--- src/rtl/fp_add_pipe_if.sv ---
// fp_add_pipe_if: operand/result bundle for the pipelined binary32 adder.
// The master drives operands, clock-enable and start; the slave (the adder)
// returns the registered sum and the latency-timer done flag.
interface fp_add_pipe_if #(
  parameter int W = 32
);
  logic         clk_en;
  logic         start;
  logic [W-1:0] dataa;
  logic [W-1:0] datab;
  logic [W-1:0] result;
  logic         done;

  modport master (
    output clk_en,
    output start,
    output dataa,
    output datab,
    input  result,
    input  done
  );

  modport slave (
    input  clk_en,
    input  start,
    input  dataa,
    input  datab,
    output result,
    output done
  );
endinterface

--- src/rtl/fp_add_pipe.sv ---
// fp_add_pipe: five-stage IEEE-754 binary32 adder (round to nearest, ties to
// even) with a clock-enable stall and a free-running latency timer that raises
// done ADD_LATENCY clocks after start.
// Optional feature macro: FP_ADD_DENORM_EN
//   defined   -> subnormal inputs/outputs handled exactly (gradual underflow)
//   undefined -> subnormal inputs read as signed zero, tiny results flush to
//                signed zero carrying the sign of the exact result
// The datapath is always five register stages; ADD_LATENCY sets the timer
// terminal count and is expected to stay at 5.
module fp_add_pipe #(
  parameter int FLOAT_DATA_WIDTH = 32,
  parameter int ADD_LATENCY      = 5,
  parameter int CNT_WIDTH        = 10
) (
  input  logic         clk,
  input  logic         rst,
  fp_add_pipe_if.slave bus
);

  localparam logic [31:0]          QNAN    = 32'h7FC0_0000;
  localparam logic [CNT_WIDTH-1:0] LAT_CNT = CNT_WIDTH'(ADD_LATENCY);

  // Stage payloads. "big" is the operand of larger magnitude after the swap.
  typedef struct packed {
    logic        spec;      // result fully decided by special-case logic
    logic [31:0] spec_val;
    logic        sign;      // sign of big operand = sign of a nonzero result
    logic        eff_sub;   // operand signs differ
    logic        zsign;     // sign used if the sum is exactly zero
    logic [7:0]  exp;
    logic [23:0] man_a;
    logic [23:0] man_b;
    logic [7:0]  diff;
  } s1_t;

  typedef struct packed {
    logic        spec;
    logic [31:0] spec_val;
    logic        sign;
    logic        eff_sub;
    logic        zsign;
    logic [7:0]  exp;
    logic [26:0] man_a;     // {hidden, fraction, guard, round, sticky}
    logic [26:0] man_b;     // aligned, sticky folded into bit 0
  } s2_t;

  typedef struct packed {
    logic        spec;
    logic [31:0] spec_val;
    logic        sign;
    logic        zsign;
    logic [7:0]  exp;
    logic [27:0] sum;       // bit 27 is the carry-out of an addition
  } s3_t;

  typedef struct packed {
    logic        spec;
    logic [31:0] spec_val;
    logic        sign;
    logic        zero;      // result is a signed zero
    logic        zsign;
    logic [8:0]  exp;
    logic [26:0] norm;
  } s4_t;

  typedef enum logic [1:0] {T_IDLE, T_COUNT, T_DONE} tstate_t;

  s1_t s1_d, s1_q;
  s2_t s2_d, s2_q;
  s3_t s3_d, s3_q;
  s4_t s4_d, s4_q;
  logic [FLOAT_DATA_WIDTH-1:0] result_d, result_q;

  tstate_t              tstate_d, tstate_q;
  logic [CNT_WIDTH-1:0] cnt_d, cnt_q;
  logic                 done_d, done_q;

  // ---------------------------------------------------------------------
  // Operand unpack, one instance per operand (0 = dataa, 1 = datab)
  // ---------------------------------------------------------------------
  logic [1:0][31:0] op_w;
  logic [1:0]       sgn_w;
  logic [1:0][7:0]  exp_w;
  logic [1:0][23:0] man_w;
  logic [1:0]       nan_w;
  logic [1:0]       inf_w;

  assign op_w[0] = bus.dataa;
  assign op_w[1] = bus.datab;

  generate
    for (genvar gi = 0; gi < 2; gi++) begin : g_unpack
      logic [7:0]  e_raw;
      logic [22:0] f_raw;
      assign e_raw      = op_w[gi][30:23];
      assign f_raw      = op_w[gi][22:0];
      assign sgn_w[gi]  = op_w[gi][31];
      assign nan_w[gi]  = (e_raw == 8'hFF) && (f_raw != 23'd0);
      assign inf_w[gi]  = (e_raw == 8'hFF) && (f_raw == 23'd0);
      // Exponent field 0 is treated as exponent 1 so subnormals (or the
      // zeros they flush to) line up with the smallest normal binade.
      assign exp_w[gi]  = (e_raw == 8'd0) ? 8'd1 : e_raw;
`ifdef FP_ADD_DENORM_EN
      assign man_w[gi]  = {(e_raw != 8'd0), f_raw};
`else
      assign man_w[gi]  = (e_raw == 8'd0) ? 24'd0 : {1'b1, f_raw};
`endif
    end
  endgenerate

  // S1: classify, order by magnitude, exponent difference
  logic a_big;
  logic bi;
  logic si;
  always_comb begin
    s1_d  = '0;
    a_big = {exp_w[0], man_w[0]} >= {exp_w[1], man_w[1]};
    bi    = ~a_big;
    si    = a_big;
    s1_d.sign    = sgn_w[bi];
    s1_d.exp     = exp_w[bi];
    s1_d.man_a   = man_w[bi];
    s1_d.man_b   = man_w[si];
    s1_d.diff    = exp_w[bi] - exp_w[si];
    s1_d.eff_sub = sgn_w[0] ^ sgn_w[1];
    // x + (-x) gives +0; only (-0) + (-0) keeps a negative zero.
    s1_d.zsign   = sgn_w[0] & sgn_w[1];
    if ((|nan_w) || ((&inf_w) && (sgn_w[0] ^ sgn_w[1]))) begin
      s1_d.spec     = 1'b1;
      s1_d.spec_val = QNAN;
    end else if (inf_w[0]) begin
      s1_d.spec     = 1'b1;
      s1_d.spec_val = {sgn_w[0], 8'hFF, 23'd0};
    end else if (inf_w[1]) begin
      s1_d.spec     = 1'b1;
      s1_d.spec_val = {sgn_w[1], 8'hFF, 23'd0};
    end
  end

  // S2: align the smaller mantissa, keeping guard/round and a sticky OR
  logic [26:0] b_ext;
  logic [26:0] b_shr;
  logic [26:0] b_mask;
  always_comb begin
    s2_d         = '0;
    b_ext        = {s1_q.man_b, 3'b000};
    b_shr        = b_ext >> s1_q.diff[4:0];
    b_mask       = ~({27{1'b1}} << s1_q.diff[4:0]);
    s2_d.spec     = s1_q.spec;
    s2_d.spec_val = s1_q.spec_val;
    s2_d.sign     = s1_q.sign;
    s2_d.eff_sub  = s1_q.eff_sub;
    s2_d.zsign    = s1_q.zsign;
    s2_d.exp      = s1_q.exp;
    s2_d.man_a    = {s1_q.man_a, 3'b000};
    if (s1_q.diff >= 8'd27) begin
      s2_d.man_b = {26'd0, |s1_q.man_b};
    end else begin
      s2_d.man_b = {b_shr[26:1], b_shr[0] | (|(b_ext & b_mask))};
    end
  end

  // S3: magnitude add or subtract; |A| >= |B| so the difference is never negative
  always_comb begin
    s3_d          = '0;
    s3_d.spec     = s2_q.spec;
    s3_d.spec_val = s2_q.spec_val;
    s3_d.sign     = s2_q.sign;
    s3_d.zsign    = s2_q.zsign;
    s3_d.exp      = s2_q.exp;
    if (s2_q.eff_sub) begin
      s3_d.sum = {1'b0, s2_q.man_a} - {1'b0, s2_q.man_b};
    end else begin
      s3_d.sum = {1'b0, s2_q.man_a} + {1'b0, s2_q.man_b};
    end
  end

  // S4: normalise (carry right shift, or leading-zero left shift)
  logic [4:0] lz;
  logic [4:0] sh;
  always_comb begin
    s4_d = '0;
    lz   = 5'd0;
    sh   = 5'd0;
    // Highest set bit wins because later iterations overwrite earlier ones.
    for (int i = 0; i < 27; i++) begin
      if (s3_q.sum[i]) begin
        lz = 5'(26 - i);
      end
    end
    s4_d.spec     = s3_q.spec;
    s4_d.spec_val = s3_q.spec_val;
    s4_d.sign     = s3_q.sign;
    if (s3_q.sum[27]) begin
      s4_d.norm = {s3_q.sum[27:2], |s3_q.sum[1:0]};
      s4_d.exp  = {1'b0, s3_q.exp} + 9'd1;
    end else if (s3_q.sum == 28'd0) begin
      s4_d.zero  = 1'b1;
      s4_d.zsign = s3_q.zsign;
    end else begin
`ifdef FP_ADD_DENORM_EN
      // Stop shifting at exponent 1: what is left is a subnormal.
      sh = lz;
      if ({3'b000, lz} > (s3_q.exp - 8'd1)) begin
        sh = 5'(s3_q.exp - 8'd1);
      end
      s4_d.norm = s3_q.sum[26:0] << sh;
      s4_d.exp  = {1'b0, s3_q.exp} - {4'd0, sh};
`else
      sh = lz;
      if ({3'b000, lz} >= s3_q.exp) begin
        // Below the smallest normal: flush, keeping the exact result's sign.
        s4_d.zero  = 1'b1;
        s4_d.zsign = s3_q.sign;
      end else begin
        s4_d.norm = s3_q.sum[26:0] << sh;
        s4_d.exp  = {1'b0, s3_q.exp} - {4'd0, sh};
      end
`endif
    end
  end

  // S5: round to nearest even, renormalise on carry, detect overflow, pack
  logic [23:0] mant24;
  logic        rnd_up;
  logic [24:0] m25;
  logic [23:0] mant_r;
  logic [8:0]  exp_r;
  logic [7:0]  exp_field;
  always_comb begin
    mant24 = s4_q.norm[26:3];
    rnd_up = s4_q.norm[2] & (s4_q.norm[1] | s4_q.norm[0] | mant24[0]);
    m25    = {1'b0, mant24} + {24'd0, rnd_up};
    if (m25[24]) begin
      mant_r = m25[24:1];
      exp_r  = s4_q.exp + 9'd1;
    end else begin
      mant_r = m25[23:0];
      exp_r  = s4_q.exp;
    end
    // A clear hidden bit only survives at exponent 1, i.e. a subnormal.
    exp_field = mant_r[23] ? exp_r[7:0] : 8'd0;
    if (s4_q.spec) begin
      result_d = s4_q.spec_val;
    end else if (s4_q.zero) begin
      result_d = {s4_q.zsign, 31'd0};
    end else if (exp_r >= 9'd255) begin
      result_d = {s4_q.sign, 8'hFF, 23'd0};
    end else begin
      result_d = {s4_q.sign, exp_field, mant_r[22:0]};
    end
  end

  // Pipeline registers: reset clears everything, clk_en=0 freezes all stages
  always_ff @(posedge clk) begin
    if (!rst) begin
      s1_q     <= '0;
      s2_q     <= '0;
      s3_q     <= '0;
      s4_q     <= '0;
      result_q <= '0;
    end else if (bus.clk_en) begin
      s1_q     <= s1_d;
      s2_q     <= s2_d;
      s3_q     <= s3_d;
      s4_q     <= s4_d;
      result_q <= result_d;
    end
  end

  // Latency timer next state: start always wins, then count up to terminal
  always_comb begin
    tstate_d = tstate_q;
    cnt_d    = cnt_q;
    done_d   = done_q;
    if (bus.start) begin
      tstate_d = T_COUNT;
      cnt_d    = '0;
      done_d   = 1'b0;
    end else begin
      case (tstate_q)
        T_COUNT: begin
          cnt_d = cnt_q + 1'b1;
          if (cnt_q + 1'b1 == LAT_CNT) begin
            tstate_d = T_DONE;
            done_d   = 1'b1;
          end
        end
        T_DONE:  done_d = 1'b1;
        default: done_d = 1'b0;
      endcase
    end
  end

  // Latency timer state register, independent of clk_en
  always_ff @(posedge clk) begin
    if (!rst) begin
      tstate_q <= T_IDLE;
      cnt_q    <= '0;
      done_q   <= 1'b0;
    end else begin
      tstate_q <= tstate_d;
      cnt_q    <= cnt_d;
      done_q   <= done_d;
    end
  end

  assign bus.result = result_q;
  assign bus.done   = done_q;

endmodule

--- src/flat_wrapper.sv ---
// flat-port wrapper written by rule: the top's interface ports become plain ports
module fp_add_pipe_flat 
#(
  parameter int FLOAT_DATA_WIDTH = 32,
  parameter int ADD_LATENCY      = 5,
  parameter int CNT_WIDTH        = 10
)
  (clk, rst, bus_clk_en, bus_start, bus_dataa, bus_datab, bus_result, bus_done);
  fp_add_pipe_if #(.W(32)) bus_i ();
  input  logic clk;
  input  logic rst;
  input wire logic [$bits(bus_i.clk_en)-1:0] bus_clk_en;
  input wire logic [$bits(bus_i.start)-1:0] bus_start;
  input wire logic [$bits(bus_i.dataa)-1:0] bus_dataa;
  input wire logic [$bits(bus_i.datab)-1:0] bus_datab;
  output wire logic [$bits(bus_i.result)-1:0] bus_result;
  output wire logic [$bits(bus_i.done)-1:0] bus_done;
  assign bus_i.clk_en = bus_clk_en;
  assign bus_i.start = bus_start;
  assign bus_i.dataa = bus_dataa;
  assign bus_i.datab = bus_datab;
  assign bus_result = bus_i.result;
  assign bus_done = bus_i.done;
  fp_add_pipe #(.FLOAT_DATA_WIDTH(FLOAT_DATA_WIDTH), .ADD_LATENCY(ADD_LATENCY), .CNT_WIDTH(CNT_WIDTH)) u_core (.clk(clk), .rst(rst), .bus(bus_i));
endmodule
--- config.mk ---
export PLATFORM = sky130hd
export DESIGN_NAME = fp_add_pipe_flat
export DESIGN_NICKNAME = d
export VERILOG_FILES = /design/src/rtl/fp_add_pipe_if.sv /design/src/rtl/fp_add_pipe.sv /design/src/flat_wrapper.sv
export SDC_FILE = /design/constraint.sdc
export NUM_CORES = 1
export LEC_CHECK = 0
export BUFFER_PORTS_ARGS = -buffer_cell sky130_fd_sc_hd__buf_2
export CORE_ASPECT_RATIO = 1.4
export CORE_MARGIN = 3
export CORE_UTILIZATION = 50
export DETAILED_ROUTE_END_ITERATION = 7
export PLACE_DENSITY = 0.73
export SETUP_SLACK_MARGIN = 0.4
export SKIP_LAST_GASP = 1
export SYNTH_ARGS = -nofsm -noshare
export SYNTH_HDL_FRONTEND = slang
export SYNTH_SLANG_ARGS = --single-unit
--- constraint.sdc ---
create_clock -name clk -period 8.6 [get_ports clk]
set_input_delay 1.72 -clock clk [delete_from_list [all_inputs] [get_ports clk]]
set_output_delay 1.72 -clock clk [all_outputs]
set_load 0.1 [all_outputs]
==> flow_metrics.env <==
export IMPL_status="finished, final reports clean"
export IMPL_finalCritPeriodShare_pct=73.25
export IMPL_min_period_ps=6299
export IMPL_num_vias=17079
export IMPL_area_growth_pct=8.430
export IMPL_ir_drop_mv=0.1612
export IMPL_ctsHoldBuffers=0
export IMPL_port_buffers=100
export IMPL_setup_tns_ps=0
export IMPL_nets=2494
export IMPL_crit_path_end_kind="register"
export IMPL_rows=81
export IMPL_max_slew_margin_pct=38.52
export IMPL_clk_pin_slew_ps=60
export IMPL_ios=101
export IMPL_arrival_ps=6710
export IMPL_numCtsBuffers=28
export IMPL_ys_ff_latch=263
export IMPL_synth_top_family_by_area="compound AO/OA/AOI/OAI gates"
export IMPL_path_class="in -> reg"
export IMPL_whs_path_depth=2
export IMPL_h_tree_depth=1
export IMPL_design_area_mm2=0.01954
export IMPL_synth_nets=2514
export IMPL_grt_pass1_vias=16361
export IMPL_place_area_mm2=0.01860
export IMPL_drc=0
export IMPL_seq_area_frac_synth_pct=29.22
export IMPL_layout_drive_gt1_share_pct=9.779
export IMPL_worst_pin_slew_ps=922.2
export IMPL_dp_hpwl_um=39910
export IMPL_post_cts_repair_setup_buffers=0
export IMPL_fp_dieH_um=230.6
export IMPL_reg2regPathDepth=18
export IMPL_gp_congestion=0.9926
export IMPL_worstSetupStartpointType="input port"
export IMPL_grt_pass1_wl_um=85820
export IMPL_required_ps=9010
export IMPL_via_per_inst=6.082
export IMPL_min_path_type="reg -> reg"
export IMPL_coreArea_mm2=0.03527
export IMPL_synth_edf_count=0
export IMPL_grt_max_degree=179
export IMPL_max_cap_violations=0
export IMPL_die_area_mm2=0.03838
export IMPL_ant_nets=0
export IMPL_critPathMaxFanout=27
export IMPL_synth_fa_ha_area_share_pct=6.750
export IMPL_yosysUniqueCellTypes=89
export IMPL_finClkSkew_ps=16.18
export IMPL_drt_iter0_drc=1043
export IMPL_finish_utilization_pct=55.40
export IMPL_firstDrtPassIters=5
export IMPL_chipWidth_um=166.4
export IMPL_synth_main_ff_cell="dfxtp_1"
export IMPL_antennaDiodeCount=0
export IMPL_ys_warn_count=0
export IMPL_start_util_pct=51.09
export IMPL_synthSimpleGateAreaFrac_pct=20.36
export IMPL_clk_latency_ps=580
export IMPL_synth_xor_area_share_pct=3.743
export IMPL_drv_slew=0
export IMPL_root_buffer="clkbuf_16"
export IMPL_power_density_mw_per_mm2=194.5
export IMPL_report_final_hold_viol_count=0
export IMPL_nFillCells=3353
export IMPL_rsz0062_at_grt="false"
export IMPL_synth_compound_area_share_pct=22.88
export IMPL_cts_resized=0
export IMPL_setup_violations_final=0
export IMPL_cts_tree="done"
export IMPL_fmax_mhz=158.7
export IMPL_rrSetupSlack_ps=3530
export IMPL_grt_util_all_layers_pct=26.83
export IMPL_finalWirelength_um=53990
export IMPL_synth_area_mm2=0.01802
export IMPL_clock_path_buffers=3
export IMPL_synthMuxAreaShare_pct=10.94
export IMPL_synthesis_instances=2350
export IMPL_gr_total_overflow=0
export IMPL_antenna_found_initial=0
export IMPL_syn_avg_cell_area_um2=7.667
export IMPL_wire_per_inst_um=19.23
export IMPL_clock_sinks=263
export IMPL_synthArstFlopShare_pct=0
export IMPL_p_leak_nw=8.109
## flip-flops by register name, indices dropped and copies added (netlist names), 2 cells and up
name,cells
u_core.tstate_q,2
u_core.b_ext,24
u_core.s4_q,18
u_core.mant24,24
u_core.s1_q,46
u_core.bus.result,32
u_core.s3_q,41
u_core.s2_q,65
u_core.cnt_q,10
## per-layer routing
metal,up-vias,global-route usage (%),routed length (um)
met4,0,12.05,2551
li1,8366,-,-
met5,-,0,0
met3,128,2.330,2330
met2,531,49.62,27500
met1,8054,31.42,21600
## synth_stat cells, types with 21 or more instances
library cell	n	share of area, %
nor2_1	316	6.6
inv_1	108	2.2
o21ai_1	23	0.64
dfxtp_1	263	29
a21oi_1	175	4.9
mux2i_1	146	8.1
nor3_1	36	1.0
and2_1	25	0.87
a211oi_1	43	1.8
and3_1	21	0.73
ha_1	94	6.5
xnor2_1	47	2.3
nand4_1	29	1.0
clkbuf_1	140	2.9
nand3_1	51	1.4
o22ai_1	23	0.80
o211ai_1	53	2.2
nor4_1	25	0.87
nand2_1	213	4.4
xor2_1	30	1.5
o21ai_0	159	4.4
## area by class of cell
class                      instances  area, um2  area share, %
inverter                         114      432.9          2.216
multi-input combinational       1803      11660          59.66
tap                              456      570.5          2.920
timing repair buffer             120      673.1          3.445
clock inverter                    14      131.4         0.6724
clock buffer                      38      808.3          4.137
sequential                       263       5265          26.95
## path summary, 6_finish.rpt
| path | endpoint | start |
|---|---|---|
| worst min register to register | u_core.bus.result[7] | u_core.bus.result[7] |
| worst min-delay path | u_core.bus.result[7] | u_core.bus.result[7] |
| worst max register to register | u_core.mant24[9] | u_core.s3_q[19] |
| worst max-delay path | u_core.s1_q[6] | bus_dataa[28] |
## layout by cell type (no fill, tap or decap), types with 30 or more instances in the layout
cell / n
nand2_1: 213
xor2_1: 30
nor2_1: 316
o211ai_1: 53
ha_1: 94
nor3_1: 36
o21ai_0: 159
dfxtp_1: 263
mux2i_1: 146
inv_1: 108
nand3_1: 51
xnor2_1: 47
a211oi_1: 43
a21oi_1: 175
buf_2: 99
## critical path: stages
cell and delay [ps]:
buf_2 140, or4_1 520, or4_1 440, or2_2 530, nand2_1 180, inv_1 70
ha_1 300, a211oi_1 240, o221ai_1 190, a211o_1 280, o31ai_1 210, and4bb_4 500
mux2_2 380, ha_1 190, nand2_1 70, a21boi_0 120, o21a_1 210, o21ai_1 150
xor2_1 170, a211oi_1 90
## cell families (layout without fill, tap and decap cells)
logic type | after synthesis | after routing
AND/OR/NAND/NOR | 801 | 801
XOR/XNOR | 77 | 77
multiplexers | 177 | 177
flip-flops | 263 | 263
AO/OA/AOI/OAI | 652 | 652
buffers and inverters | 284 | 286
adder cells (fa/ha/maj) | 96 | 96
## report_power, final
group	switching, W	internal [W]	leakage, nW
logic	0.000741	0.000448	5.50
registers	0.0000985	0.00129	2.15
clock network	0.000526	0.000693	0.461
## through the flow
| step | setup WS [ps] | std cells | hold slack, ps | total power [W] |
|---|---|---|---|---|
| floorplan | 1715 | 2350 | 435.3 | 0.002284 |
| global placement | 1869 | 2756 | 430.5 | 0.002573 |
| detailed placement | 1837 | 2756 | 433.8 | 0.002589 |
| CTS | 2409 | 2808 | 442.4 | 0.003810 |
| global route | 1930 | 2808 | 465.6 | 0.003984 |
| finish | 2301 | 2808 | 437.4 | 0.003800 |
(Power assumes the default switching activity.)
